===== src/rtl/maze_pkg.sv =====
// Shared constants, state encoding and helpers for the maze memory arbiter.
package maze_pkg;

  // Requester indices on the shared maze RAM port.
  localparam int REQ_LOAD  = 0;
  localparam int REQ_SOLVE = 1;
  localparam int REQ_SHOW  = 2;
  localparam int NUM_REQ   = 3;

  // Default coordinate width; the RAM address is {Y,X}.
  localparam int COORD_W_DEF = 4;

  typedef enum logic [1:0] {
    IDLE  = 2'd0,
    ISSUE = 2'd1,
    WAIT  = 2'd2,
    RESP  = 2'd3
  } arb_state_t;

  // Round-robin pointer following a one-hot owner: (owner+1) mod 3.
  function automatic logic [1:0] next_rr_ptr(input logic [NUM_REQ-1:0] owner);
    if (owner[REQ_LOAD]) begin
      return 2'd1;
    end else if (owner[REQ_SOLVE]) begin
      return 2'd2;
    end else begin
      return 2'd0;
    end
  endfunction

endpackage


===== src/rtl/maze_rr_pick.sv =====
// Combinational winner selection: loader-only while locked, else round-robin
// scan starting at rr_ptr.
module maze_rr_pick
  import maze_pkg::*;
(
  input  logic [NUM_REQ-1:0] req,
  input  logic [1:0]         rr_ptr,
  input  logic               lock_own,
  output logic [NUM_REQ-1:0] win,
  output logic               valid
);

  // Priority scan rotated by rr_ptr; the lock overrides everything.
  always_comb begin
    win   = '0;
    valid = 1'b0;
    if (lock_own) begin
      win[REQ_LOAD] = req[REQ_LOAD];
      valid         = req[REQ_LOAD];
    end else begin
      valid = |req;
      case (rr_ptr)
        2'd1: begin
          if (req[1])      win = 3'b010;
          else if (req[2]) win = 3'b100;
          else if (req[0]) win = 3'b001;
        end
        2'd2: begin
          if (req[2])      win = 3'b100;
          else if (req[0]) win = 3'b001;
          else if (req[1]) win = 3'b010;
        end
        default: begin
          if (req[0])      win = 3'b001;
          else if (req[1]) win = 3'b010;
          else if (req[2]) win = 3'b100;
        end
      endcase
    end
  end

endmodule


===== src/rtl/maze_mem_arbiter.sv =====
// Arbitrates three single-cell requesters onto the single-port maze RAM.
// One transaction at a time: IDLE -> ISSUE -> (WAIT) -> RESP -> IDLE.
module maze_mem_arbiter
  import maze_pkg::*;
#(
  parameter int COORD_W = COORD_W_DEF,
  parameter int RD_LAT  = 1
) (
  input  logic                           Clk,
  input  logic                           Rst_n,
  input  logic [NUM_REQ-1:0]             req,
  input  logic [NUM_REQ-1:0]             we,
  input  logic [NUM_REQ*2*COORD_W-1:0]   addr,
  input  logic [NUM_REQ-1:0]             wdata,
  input  logic                           ld_lock,
  output logic [NUM_REQ-1:0]             gnt,
  output logic [NUM_REQ-1:0]             ack,
  output logic                           rdata,
  output logic                           busy,
  output logic                           mem_en,
  output logic                           mem_we,
  output logic [2*COORD_W-1:0]           mem_addr,
  output logic                           mem_wdata,
  input  logic                           mem_rdata
);

  localparam int         AW       = 2 * COORD_W;
  localparam logic [1:0] LAT_INIT = 2'(RD_LAT);

  arb_state_t         state_reg, state_next;
  logic [NUM_REQ-1:0] owner_reg, owner_next;
  logic               we_reg, we_next;
  logic [AW-1:0]      addr_reg, addr_next;
  logic               wdata_reg, wdata_next;
  logic [1:0]         cnt_reg, cnt_next;
  logic               rdata_reg, rdata_next;
  logic [1:0]         rr_ptr_reg, rr_ptr_next;
  logic               lock_own_reg, lock_own_next;

  logic               lock_eff;
  logic [NUM_REQ-1:0] win;
  logic               win_valid;
  logic [AW-1:0]      addr_sel;
  logic               we_sel;
  logic               wdata_sel;

  // The lock lapses once the loader has dropped both ld_lock and its request.
  assign lock_eff = lock_own_reg & (ld_lock | req[REQ_LOAD]);

  maze_rr_pick u_pick (
    .req      (req),
    .rr_ptr   (rr_ptr_reg),
    .lock_own (lock_eff),
    .win      (win),
    .valid    (win_valid)
  );

  // Select the winning requester's address slice.
  always_comb begin
    addr_sel = '0;
    for (int i = 0; i < NUM_REQ; i++) begin
      if (win[i]) addr_sel = addr[i*AW +: AW];
    end
  end

  assign we_sel    = |(win & we);
  assign wdata_sel = |(win & wdata);

  // State and datapath registers; reset abandons any transaction in flight.
  always_ff @(posedge Clk or negedge Rst_n) begin
    if (!Rst_n) begin
      state_reg    <= IDLE;
      owner_reg    <= '0;
      we_reg       <= 1'b0;
      addr_reg     <= '0;
      wdata_reg    <= 1'b0;
      cnt_reg      <= '0;
      rdata_reg    <= 1'b0;
      rr_ptr_reg   <= '0;
      lock_own_reg <= 1'b0;
    end else begin
      state_reg    <= state_next;
      owner_reg    <= owner_next;
      we_reg       <= we_next;
      addr_reg     <= addr_next;
      wdata_reg    <= wdata_next;
      cnt_reg      <= cnt_next;
      rdata_reg    <= rdata_next;
      rr_ptr_reg   <= rr_ptr_next;
      lock_own_reg <= lock_own_next;
    end
  end

  // Next-state logic: latch winner in IDLE, count read latency in WAIT,
  // rotate priority and update the loader lock in RESP.
  always_comb begin
    state_next    = state_reg;
    owner_next    = owner_reg;
    we_next       = we_reg;
    addr_next     = addr_reg;
    wdata_next    = wdata_reg;
    cnt_next      = cnt_reg;
    rdata_next    = rdata_reg;
    rr_ptr_next   = rr_ptr_reg;
    lock_own_next = lock_own_reg;
    case (state_reg)
      IDLE: begin
        if (lock_own_reg && !lock_eff) lock_own_next = 1'b0;
        if (win_valid) begin
          owner_next = win;
          we_next    = we_sel;
          addr_next  = addr_sel;
          wdata_next = wdata_sel;
          state_next = ISSUE;
        end
      end
      ISSUE: begin
        if (we_reg) begin
          state_next = RESP;
        end else begin
          cnt_next   = LAT_INIT;
          state_next = WAIT;
        end
      end
      WAIT: begin
        cnt_next = cnt_reg - 2'd1;
        if (cnt_reg == 2'd1) begin
          rdata_next = mem_rdata;
          state_next = RESP;
        end
      end
      RESP: begin
        rr_ptr_next   = next_rr_ptr(owner_reg);
        lock_own_next = owner_reg[REQ_LOAD] & ld_lock;
        state_next    = IDLE;
      end
      default: state_next = IDLE;
    endcase
  end

  assign busy      = (state_reg != IDLE);
  assign gnt       = busy ? owner_reg : '0;
  assign ack       = (state_reg == RESP) ? owner_reg : '0;
  assign rdata     = (state_reg == RESP) & ~we_reg & rdata_reg;
  assign mem_en    = (state_reg == ISSUE);
  assign mem_we    = mem_en & we_reg;
  assign mem_addr  = addr_reg;
  assign mem_wdata = wdata_reg;

endmodule


===== config.mk =====
export PLATFORM = sky130hd
export DESIGN_NAME = maze_mem_arbiter
export DESIGN_NICKNAME = d
export VERILOG_FILES = /design/src/rtl/maze_pkg.sv /design/src/rtl/maze_rr_pick.sv /design/src/rtl/maze_mem_arbiter.sv
export SDC_FILE = /design/constraint.sdc
export NUM_CORES = 1
export LEC_CHECK = 0
export ABC_AREA = 1
export CAP_MARGIN = 30
export CORE_ASPECT_RATIO = 1.5
export CORE_MARGIN = 2
export CORE_UTILIZATION = 35
export CTS_CLUSTER_SIZE = 40
export DETAILED_ROUTE_END_ITERATION = 16
export PLACE_DENSITY = 0.7
export SLEW_MARGIN = 30
export SYNTH_ARGS = -nofsm -noshare
export SYNTH_HDL_FRONTEND = slang
export SYNTH_HIERARCHICAL = 1
export SYNTH_SLANG_ARGS = --single-unit

===== constraint.sdc =====
create_clock -name Clk -period 1.6 [get_ports Clk]
set_input_delay 0.4 -clock Clk [delete_from_list [all_inputs] [get_ports Clk]]
set_output_delay 0.4 -clock Clk [all_outputs]
set_load 0.01 [all_outputs]

==> results of run 1 <==
## power groups by stage
stage | Combinational (mW) | Clock (mW) | Sequential (mW)
floorplan | 1.21 | 0 | 0.940
global placement | 2.18 | 0 | 0.919
detailed placement | 2.23 | 0 | 0.917
CTS | 2.85 | 0.368 | 0.944
global route | 3.35 | 0.394 | 0.991
finish | 3.04 | 0.366 | 0.958
## critical path, stage by stage, from the launching register on
cell and delay [ps]:
dfrtp_2 450, buf_6 140, inv_6 60, ha_4 170, nor2_1 50, buf_2 130
## metrics by stage
step	util, %	cells	instance area [um2]	power [mW]	setup TNS [ps]
after floorplan	-	208	1380	2.15	0
after global placement	57.7	327	2140	3.09	-6530
after detailed placement	57.7	327	2140	3.15	-7070
after CTS	67.1	348	2490	4.16	-684
after global routing	69.9	348	2600	4.73	-1730
final	69.9	348	2600	4.37	-542
## final cells by class
class / count / area, um2 / area share [%]
repair inverters: 1 / 6.26 / 0.241
multi-input cells: 153 / 931 / 35.8
flip-flops and latches: 21 / 529 / 20.4
well taps: 43 / 53.8 / 2.07
inverters: 29 / 125 / 4.82
clock buffers: 3 / 41.3 / 1.59
repair buffers: 97 / 906 / 34.9
clock inverters: 1 / 5.00 / 0.193
## kinds of logic (layout without fill, tap and decap cells)
| family | after synthesis | count (layout) |
|---|---|---|
| adder cells (fa/ha/maj) | 8 | 8 |
| AO/OA/AOI/OAI | 18 | 18 |
| buffers and inverters | 34 | 131 |
| AND/OR/NAND/NOR | 127 | 127 |
| flip-flops | 21 | 21 |
## worst max-delay path by stage
| stage | startpoint | end | slack, ps | cells past startpoint |
|---|---|---|---|---|
| floorplan | rr_ptr_reg[0]$_DFFE_PN0N_ | mem_addr[4]$_DFFE_PN0P_ | 100 | 10 |
| global route | rr_ptr_reg[1]$_DFFE_PN0N_ | mem_addr[0]$_DFFE_PN0P_ | -110 | 10 |
| CTS | state_reg[1]$_DFFE_PN0P_ | mem_en | -70 | 5 |
| finish | state_reg[1]$_DFFE_PN0P_ | gnt[2] | -60 | 5 |
| global placement | req[0] | mem_addr[2]$_DFFE_PN0P_ | -390 | 12 |
| detailed placement | req[0] | owner_reg[1]$_DFFE_PN0P_ | -440 | 9 |
## metal layers
layer	track usage, %	routed length (um)
met5	0	0
met2	38.2	2320
met3	3.50	218
met1	21.5	1630
met4	7.32	108
## Yosys cell counts
cell      number  share of area, %
buf_6          1              0.82
dfrtp_1       21                38
ha_1           8               7.3
clkinv_2       1              0.36
buf_2          4               1.5
o21ai_0        6               2.2
inv_2          2              0.55
nor2_1        24               6.5
nand3_1       18               6.5
inv_1         24               6.5
a21oi_1        8               2.9
clkinv_1       2              0.55
nand2_2        3               1.4
o22ai_1        1              0.45
nand2_1       82                22
a21oi_2        3               1.9
## repair_timing
action	4_1_cts	5_1_grt
pin swaps	22	6
buffers inserted	13	1
setup endpoints to repair	24	28
cloned	4	1
gates resized for setup	98	39
==> impl_results.md, run 1 <==
- Worst EP arrival: 1260 ps
- Post-synthesis compound-gate area fraction: 7.45%
- RD Place Congestion: 0.793
- Sequential share of the synthesized area: 38.2%
- TritonCTS Buffers: 3
- CTS H-tree lvls: 1
- DP Worst Slack: -436 ps
- Fin Hold WS: 469 ps
- Syn Inst Count: 208
- Clk slew on worst S/H paths: 80 ps
- Vias in the first global route: 1684
- #FFs+latches synth: 21
- Period utilization: 104%
- Sw frac: 43.3%
- Most frequent cells in the layout: nand2_1 (67), clkdlybuf4s50_1 (37), buf_4 (27), inv_1 (19), dfrtp_1 (18)
- Worst EP required: 1200 ps
- Synth-to-Final Area Change: 88.7%
- XOR/XNOR share of the synthesized area: 0%
- DP HPWL: 2.84 mm
- DR pass1 iterations: 4
- PwrDens: 1680 nW/um2
- Library cells used by synthesis: 16
- Clk buf depth: 2
- Synth Area in Adders: 7.27%
- Reg-to-reg critical path startpoint: rr_ptr_reg[1]$_DFFE_PN0N_
- Synth warn: 6
- Worst Skew: 1.19 ps
- Antenna violations before repair: 0
- Setup slack, reg-to-reg: -40 ps
- Max reg flops: 8
- DR iter-0 viols: 23
- Clock group share of total power: 8.4%
- Largest family of logic cells by synthesized area: simple AND/OR/NAND/NOR gates
- Synth Area in Simple Gates: 36.8%
- CTS Hold Buffers Added: 0
- FF-to-FF End: owner_reg[1]$_DFFE_PN0P_
- Hold Fails Final Rpt: 0
- Internal power: 2.48 mW
- GRT overflow: 0
- Antenna cells: 0
- Post-route minimum period: 1660 ps
- Std-Cell Rows: 27
- Flop pwr share: 21.9%
- Port buffer count: 55
- Maxcap violations: 0
- Die ar.: 4460 um2
- Fill cell count: 306
- Syn Area/Cell: 6.62 um2
- Pin count of the biggest net entering global routing: 22
- Final ANT Viol Nets: 0
- Slew @ Worst Pin: 280 ps
- CTS sink count: 21
- Worst Path Max Fanout: 6
- Die height: 80.8 um
- CTS tree: built
- Syn Nets: 253
- Hold Crit Class: in2async
- Commonest non-fill, non-tap cell in the layout: nand2_1
- Vias/cell: 4.73
- Length in cells of the worst reg-to-reg path: 8
- Violated checks: setup timing
- Relative slew margins: 81.4%
- Switch Pwr: 1.89 mW
- First-pass GRT wire length: 7.11 mm
- Layout cells sized above 1: 38.7%
- Core footprint: 3720 um2
- CP Launch Type: register
- LEAKAGE: 1.41 nW
- Pins Over Slew Limit: 0
- Per-cell routed wire length: 12.3 um
- Status: finished, violations left
- Later-pin clock latency in the skew report: 270 ps
- I/O pin count: 56
- Initial Util: 37.0%
- Combinational share of power: 69.7%
- RSZ-0062 raised after global routing: true
- Crit end category: output pin
- Setup-failing EPs final: 17
- Post-synthesis mux area share: 0%
- Final wirelength: 4.28 mm
- Width of the die: 55.2 um
- Clock tree root buffer cell: clkbuf_8
- Cell area after synthesis: 1380 um2
- # DRC: 0
- Gr usage total: 19.9%
- Critical path class: reg2out
- Via Count: 1646
- Max VDD drop: 0.940 mV
- Nets@finish: 351
- Post-route setup slack: -60.1 ps
- FMAX: 602 MHz
Note: power is estimated with default switching activity, not from simulation.
==> run 2: changes to the inputs <==
--- a/config.mk
+++ b/config.mk
@@ -8,10 +8,10 @@
 export ABC_AREA = 1
 export CAP_MARGIN = 30
 export CORE_ASPECT_RATIO = 1.5
-export CORE_MARGIN = 2
 export CORE_UTILIZATION = 35
 export CTS_CLUSTER_SIZE = 40
 export DETAILED_ROUTE_END_ITERATION = 16
+export HOLD_SLACK_MARGIN = 0.05
 export PLACE_DENSITY = 0.7
 export SLEW_MARGIN = 30
 export SYNTH_ARGS = -nofsm -noshare
==> impl_results.md, run 2 (synthesis results as in run 1) <==
- CTS sink count: 21
- Commonest non-fill, non-tap cell in the layout: nand2_1
- Initial Util: 37.0%
- Port buffer count: 55
- Die height: 78.8 um
- FMAX: 611 MHz
- Max reg flops: 8
- Per-cell routed wire length: 11.7 um
- Worst EP arrival: 1240 ps
- Post-route minimum period: 1640 ps
- DP Worst Slack: -413 ps
- Crit path from: state_reg[1]$_DFFE_PN0P_
- Antenna violations before repair: 0
- Reg-to-reg critical path startpoint: rr_ptr_reg[1]$_DFFE_PN0N_
- Crit end category: output pin
- Period utilization: 102%
- Most frequent cells in the layout: nand2_1 (70), clkdlybuf4s50_1 (39), buf_4 (22), inv_1 (18), dfrtp_1 (18)
- Vias in the first global route: 1626
- Post-route cell area: 2450 um2
- Worst Path Max Fanout: 4
- CTS tree: built
- RSZ-0062 raised after global routing: true
- Pins Over Slew Limit: 0
- Critical path class: reg2out
- Clk slew on worst S/H paths: 80 ps
- TritonCTS Buffers: 3
- CP Launch Type: register
- Pin count of the biggest net entering global routing: 22
- # DRC: 0
- Worst Skew: 4.10 ps
- Hold Fails Final Rpt: 0
- Slew @ Worst Pin: 282 ps
- Clock tree root buffer cell: clkbuf_8
- Hold Crit Class: in2async
- Length in cells of the worst reg-to-reg path: 10
- Final Non-Filler Cells: 338
- Width of the die: 53.2 um
- Antenna cells: 0
- PwrDens: 1650 nW/um2
- Die ar.: 4190 um2
- Register area: 529 um2
- CTS Hold Buffers Added: 0
- DR iter-0 viols: 35
- LEAKAGE: 1.31 nW
- Synth-to-Final Area Change: 78.3%
- Footprint of the multi-input gates: 886 um2
- Status: finished, violations left
- First-pass GRT wire length: 6.74 mm
- Setup crit end: ack[0]
- DP Area: 2150 um2
- Post-route setup slack: -37.6 ps
- I/O pin count: 56
- Setup-failing EPs final: 11
- Final wirelength: 3.96 mm
- Std-Cell Rows: 27
- Maxcap violations: 0
- DR pass1 iterations: 4
- Relative slew margins: 81.2%
- Fin Hold WS: 477 ps
- GRT overflow: 0
- Inst Count DP: 326
- Fill cell count: 331
- Layout cells sized above 1: 32.9%
- Final ANT Viol Nets: 0
- Nets@finish: 341
- Core footprint: 3720 um2
- Violated checks: setup timing
- Tot Pwr: 4.05 mW
- Gr usage total: 21.1%
- FF-to-FF End: we_reg$_DFFE_PN0P_
- Clk buf depth: 2
- DP HPWL: 2.86 mm
- RD Place Congestion: 0.848
- Worst EP required: 1200 ps
- Max VDD drop: 0.897 mV
- CTS H-tree lvls: 1
- Via Count: 1595
- Later-pin clock latency in the skew report: 260 ps
- Vias/cell: 4.72
- Setup slack, reg-to-reg: -20 ps
-- run 2: what timing repair did --
item,in CTS,in global routing
resized for setup,88,27
pin swaps,14,17
endpoints found under the setup margin,22,22
endpoints found under the hold margin,0,0
setup buffers,6,0
gates cloned,2,0
-- run 2: layout make-up --
type,instances,share of cell area [%]
multi-input cells,153,36.1
repair buffers,87,33.1
clock buffers,3,1.68
clock inverters,1,0.204
flip-flops and latches,21,21.6
repair inverters,1,0.255
inverters,29,4.84
well taps,43,2.19
-- run 2: stage by stage --
| stage | setup TNS (ps) | utilization, % |
|---|---|---|
| 3_5_place_dp | -6520 | 57.8 |
| 2_1_floorplan | 0 | - |
| 3_3_place_gp | -5720 | 57.8 |
| 6_report | -142 | 66.0 |
| 4_1_cts | -168 | 63.8 |
| 5_1_grt | -1230 | 66.0 |
-- run 2: worst max-delay path, stage by stage (launching register included) --
cell and delay [ps]:
dfrtp_2 460, ha_4 200, buf_6 120, nand2_4 60, inv_2 30, buf_6 100
-- run 2: worst min path at each step --
stage	cells past startpoint	end	slack, ps	startpoint
finish	2	cnt_reg[0]$_DFFE_PN0P_	480	Rst_n
global route	2	rdata_reg$_DFFE_PN0P_	500	rdata_reg$_DFFE_PN0P_
CTS	2	rdata_reg$_DFFE_PN0P_	480	rdata_reg$_DFFE_PN0P_
detailed placement	2	cnt_reg[1]$_DFFE_PN0P_	470	cnt_reg[1]$_DFFE_PN0P_
global placement	2	rdata_reg$_DFFE_PN0P_	460	rdata_reg$_DFFE_PN0P_
floorplan	0	cnt_reg[0]$_DFFE_PN0P_	100	Rst_n
-- run 2: power breakdown --
group / leakage, nW / switching, mW / total (mW) / internal (mW)
registers: 0.266 / 0.197 / 0.966 / 0.769
clock network: 0.0255 / 0.184 / 0.358 / 0.174
logic: 1.02 / 1.37 / 2.73 / 1.36
total: 1.31 / 1.75 / 4.05 / 2.31
-- run 2: routing by layer --
| metal | routed length [um] | global-route usage [%] | up-vias |
|---|---|---|---|
| met5 | 0 | 0 | - |
| met4 | 53 | 5.79 | 0 |
| met3 | 198 | 3.83 | 6 |
| met2 | 2150 | 39.6 | 50 |
| met1 | 1570 | 22.8 | 730 |
| li1 | - | - | 809 |
==> run 3: changes to the inputs <==
--- a/config.mk
+++ b/config.mk
@@ -6,6 +6,7 @@
 export NUM_CORES = 1
 export LEC_CHECK = 0
 export ABC_AREA = 1
+export ABC_CLOCK_PERIOD_IN_PS = 1600
 export CAP_MARGIN = 30
 export CORE_ASPECT_RATIO = 1.5
 export CORE_UTILIZATION = 35
==> results of run 3 <==
Final layout, timing and power as in run 2 (identical DEF).
